==> src/rtl/z_branch_unit.sv <==
// z_branch_unit: program counter and conditional-branch sequencer.
// Picks increment / jump / conditional jump on Zin each cycle, inserts a
// one-cycle flush after every taken branch, and supports halt/restart.
//
//   state | meaning
//   ------+--------------------------------------------------------------
//   RUN   | commands accepted; PC increments, jumps or holds
//   FLUSH | one cycle after a taken jump; fetched instruction is invalid
//   HALT  | PC frozen, only restart (or reset) leaves
module z_branch_unit #(
  parameter int unsigned          WIDTH      = 12,
  parameter logic [WIDTH-1:0]     RESET_ADDR = '0
) (
  input  logic             clk,
  input  logic             rstN,
  input  logic             Zin,
  input  logic             incEn,
  input  logic             jmpEn,
  input  logic             jmpZEn,
  input  logic             jmpNZEn,
  input  logic [WIDTH-1:0] jmpAddr,
  input  logic             stall,
  input  logic             haltEn,
  input  logic             restart,
  output logic [WIDTH-1:0] pcOut,
  output logic             branchTaken,
  output logic             flush,
  output logic             halted
);

  typedef enum logic [1:0] {
    RUN   = 2'd0,
    FLUSH = 2'd1,
    HALT  = 2'd2
  } state_t;

  state_t           state;
  state_t           next_state;
  logic [WIDTH-1:0] pc;
  logic [WIDTH-1:0] pc_next;
  logic [WIDTH-1:0] pc_inc;
  logic             taken;
  logic             branch_taken_q;
  logic             flush_q;
  logic             halted_q;

  // All-ones naturally wraps to zero at WIDTH bits.
  assign pc_inc = pc + 1'b1;

  // Next-state / next-PC decode; command priority is encoded by the if-chain.
  always_comb begin
    next_state = state;
    pc_next    = pc;
    taken      = 1'b0;
    case (state)
      RUN: begin
        if (!stall) begin
          if (haltEn) begin
            next_state = HALT;
          end else if (jmpEn) begin
            taken = 1'b1;
          end else if (jmpZEn) begin
            // An untaken conditional still advances the PC.
            if (Zin) taken = 1'b1;
            else     pc_next = pc_inc;
          end else if (jmpNZEn) begin
            if (!Zin) taken = 1'b1;
            else      pc_next = pc_inc;
          end else if (incEn) begin
            pc_next = pc_inc;
          end
          if (taken) begin
            pc_next    = jmpAddr;
            next_state = FLUSH;
          end
        end
      end
      FLUSH: begin
        // Commands issued during the flush slot are dropped on purpose.
        if (!stall) next_state = RUN;
      end
      HALT: begin
        if (!stall && restart) begin
          next_state = RUN;
          pc_next    = RESET_ADDR;
        end
      end
      default: begin
        next_state = RUN;
      end
    endcase
  end

  // State, PC and registered status outputs.
  always_ff @(posedge clk or negedge rstN) begin
    if (!rstN) begin
      state          <= RUN;
      pc             <= RESET_ADDR;
      branch_taken_q <= 1'b0;
      flush_q        <= 1'b0;
      halted_q       <= 1'b0;
    end else begin
      state          <= next_state;
      pc             <= pc_next;
      branch_taken_q <= taken;
      flush_q        <= (next_state == FLUSH);
      halted_q       <= (next_state == HALT);
    end
  end

  assign pcOut       = pc;
  assign branchTaken = branch_taken_q;
  assign flush       = flush_q;
  assign halted      = halted_q;

  // A taken jump always lands in FLUSH, so two pulses in a row are impossible.
  a_bt_single : assert property (@(posedge clk) disable iff (!rstN)
    branchTaken |=> !branchTaken);

  // Flush and halt are mutually exclusive states.
  a_excl : assert property (@(posedge clk) disable iff (!rstN)
    !(flush && halted));

endmodule

==> config.mk <==
export PLATFORM = sky130hd
export DESIGN_NAME = z_branch_unit
export DESIGN_NICKNAME = d
export VERILOG_FILES = /design/src/rtl/z_branch_unit.sv
export SDC_FILE = /design/constraint.sdc
export NUM_CORES = 1
export LEC_CHECK = 0
export ABC_AREA = 1
export ABC_CLOCK_PERIOD_IN_PS = 1600
export CORE_MARGIN = 4
export CORE_UTILIZATION = 24
export CTS_CLUSTER_SIZE = 40
export DETAILED_ROUTE_END_ITERATION = 8
export HOLD_SLACK_MARGIN = 0.06
export MAX_ROUTING_LAYER = met4
export SLEW_MARGIN = 20
export SYNTH_ARGS = -nofsm -noshare
export SYNTH_HDL_FRONTEND = slang
export SYNTH_SLANG_ARGS = --single-unit
==> constraint.sdc <==
create_clock -name clk -period 1.6 [get_ports clk]
set_clock_uncertainty 0.1 [all_clocks]
set_input_delay 0.32 -clock clk [delete_from_list [all_inputs] [get_ports clk]]
set_output_delay 0.32 -clock clk [all_outputs]
set_load 0.02 [all_outputs]
==> metrics <==
IO Port Bufs 36; Max FO, Critical Path 3; drt pass-1 iters 5; initial antenna violation count 0; cells after synthesis 159; hpwl dp 2520 um; CTS Sinks 17; vias in the first global route 1265; Cell variety after synth 27; Clock H-tree levels 1; Pwr Density 1340 mW/mm2; initial DRC count 76; # diodes 0; Setup CP Type flip-flop to primary output; Clock transition at path regs 0.07 ns; Seq cells post-synth 17; Warnings, synthesis 0; core area 0.00482 mm2; first-pass GRT wire length 5790 um; HP Class input pin to async pin; row count 25; Syn Nets 182; Die W 79.3 um; grt total ovfl 0; Data arrival, critical path 1.13 ns; Final Max Tran Viols 0; final antenna-violating net count 0; fraction of layout cells with a size suffix above 1 30.0%; Mapped Avg Cell Area 7.68 um2; Pint 1.48 mW; status complete, no violations; fin crit share 97.1%; Final Setup Violations 0; largest net degree at the start of global routing 18; vias after detailed routing 1227; clock power share 12.9%; Setup WS post-layout 0.0456 ns; Starting Density 25.4%; Layout fillers 520; worst skew pair latency 0.25 ns; DIE AREA 0.00629 mm2; Reg power frac 27.6%; FMAX 643 MHz; worst slew pin tran 0.299 ns; CP Data Required Time 1.18 ns; cell area after synthesis 0.00122 mm2; Root Buffer Master clkbuf_8; die height 79.3 um; # DRC 0; Inserted Clock Buffers 3; RSZ-0062 raised after global routing false; min Tclk post-route 1.55 ns; Relative slew margins 80.0%; Clock Tree Buf Depth 2; num ports 37; VDD IR max 0.405 mV; crit path capture type primary output; Placement Setup Slack -0.288 ns; post-layout util 40.1%; Pleak 0.939 nW; crit start category flip-flop; CTS tree yes; drt wl/cell 11.5 um; Sw Pwr 1.11 mW; GRT Resource Usage Total 12.0%; final hold violations 0; Layout Nets 247; RePlAce Congestion 0.799; Sw Share 42.9%; Max-cap violations 0; routed vias/inst 4.23; final wirelength 3320 um; Layout area overhead 58.2%; combinational power share 59.5%; Seq/Total Area, Yosys 34.8%
[through the flow]
step / instances / cell area (um2) / setup TNS [ns] / total power, mW / hold slack, ns
2_1_floorplan: 159 / 1220 / 0 / 1.56 / -0.0756
3_5_place_dp: 280 / 1790 / -3.38 / 2.23 / 0.465
4_1_cts: 286 / 1870 / 0 / 2.52 / 0.300
5_1_grt: 290 / 1930 / 0 / 2.82 / 0.313
6_report: 290 / 1930 / 0 / 2.58 / 0.292
3_3_place_gp: 280 / 1790 / -3.20 / 2.22 / 0.463
[cell usage after synthesis]
| library cell | instances | area, um2 |
|---|---|---|
| xor2_1 | 2 | 17.5 |
| nand2_4 | 2 | 22.5 |
| nand3_4 | 1 | 17.5 |
| nor2_4 | 3 | 33.8 |
| o21ai_4 | 1 | 16.3 |
| a31o_2 | 2 | 17.5 |
| a21oi_1 | 1 | 5.00 |
| ha_1 | 1 | 12.5 |
| nor2_2 | 2 | 12.5 |
| a21oi_2 | 1 | 8.76 |
| nor2_1 | 9 | 33.8 |
| nand2_8 | 1 | 20.0 |
| buf_6 | 1 | 11.3 |
| inv_1 | 14 | 52.6 |
| o21ai_2 | 4 | 35.0 |
| clkbuf_1 | 1 | 3.75 |
| nand4_1 | 2 | 12.5 |
| nand3b_1 | 5 | 37.5 |
| o21ai_0 | 7 | 35.0 |
| o21ai_1 | 2 | 10.0 |
| nand3_2 | 1 | 10.0 |
| nand2_2 | 11 | 68.8 |
| nand3_1 | 20 | 100 |
| buf_12 | 1 | 20.0 |
| o22ai_1 | 2 | 12.5 |
| dfrtp_1 | 17 | 425 |
| nand2_1 | 45 | 169 |
[flip-flops by register name, indices dropped and copies added (netlist names)]
| name | cells |
|---|---|
| branchTaken | 1 |
| flush | 1 |
| halted | 1 |
| pcOut | 12 |
| state | 2 |
[cell type report]
cell class	instances	area, um2	share of cell area, %
inverter	14	52.6	2.72
multi-input combinational	125	747	38.7
clock buffer	4	45.0	2.33
timing repair buffer	63	574	29.7
tap	67	83.8	4.34
sequential	17	429	22.2
[placed cells by master, fill, tap and decap left out, drive strengths merged]
cell | synthesis | final
dlygate4sd2 | 0 | 15
ha | 1 | 1
o22ai | 2 | 2
clkbuf | 1 | 4
xor2 | 2 | 2
inv | 14 | 14
nand3 | 22 | 22
nor2 | 14 | 14
o21ai | 14 | 14
clkdlybuf4s50 | 0 | 19
dfrtp | 17 | 17
dlymetal6s2s | 0 | 2
a21oi | 2 | 2
nand3b | 5 | 5
nand2 | 59 | 59
a31o | 2 | 2
nand4 | 2 | 2
buf | 2 | 27
[routing by layer]
| layer | up-vias | GRT usage, % | share of wire [%] |
|---|---|---|---|
| li1 | 649 | - | - |
| met1 | 557 | 14.6 | 48 |
| met2 | 17 | 19.9 | 48 |
| met3 | 4 | 2.49 | 3.2 |
| met4 | 0 | 3.61 | 1.2 |
| met5 | - | - | 0 |
[worst max-delay path: stages (launching register included)]
cell and delay, ns:
dfrtp_2 0.42, buf_4 0.15, dlygate4sd2_1 0.32
[power by group through the flow]
stage          Clock (mW)  Sequential [mW]  Combinational [mW]
2_1_floorplan           0            0.981               0.582
3_3_place_gp            0            0.737                1.49
3_5_place_dp            0            0.741                1.48
4_1_cts             0.351            0.728                1.44
5_1_grt             0.371            0.738                1.71
6_report            0.334            0.712                1.54
[cell families after synthesis]
group | synth area share, %
simple gates | 44.1
compound gates | 11.5
buf+inv | 7.17
flops | 34.8
xor+xnor | 1.43
fa+ha+maj | 1.02
[what timing repair did]
item,in CTS,in global routing
buffers inserted,2,4
cloned,0,0
pin swaps,5,5
setup endpoints to repair,21,14
hold buffers,0,0
gates resized for setup,17,12
[worst paths after layout]
check	to	cells past startpoint	startpoint	slack, ns
worst max-delay path	pcOut[0]	2	pcOut[0]$_DFFE_PN0P_	0.05
worst min-delay path	state[0]$_DFF_PN0_	2	rstN	0.29
worst max register to register	pcOut[11]$_DFFE_PN0P_	7	state[0]$_DFF_PN0_	0.09
worst min register to register	pcOut[5]$_DFFE_PN0P_	2	pcOut[5]$_DFFE_PN0P_	0.49
max in group asynchronous	pcOut[0]$_DFFE_PN0P_	2	rstN	0.89
min in group clk	pcOut[5]$_DFFE_PN0P_	2	pcOut[5]$_DFFE_PN0P_	0.49
Power figures use the tool's default switching activity.
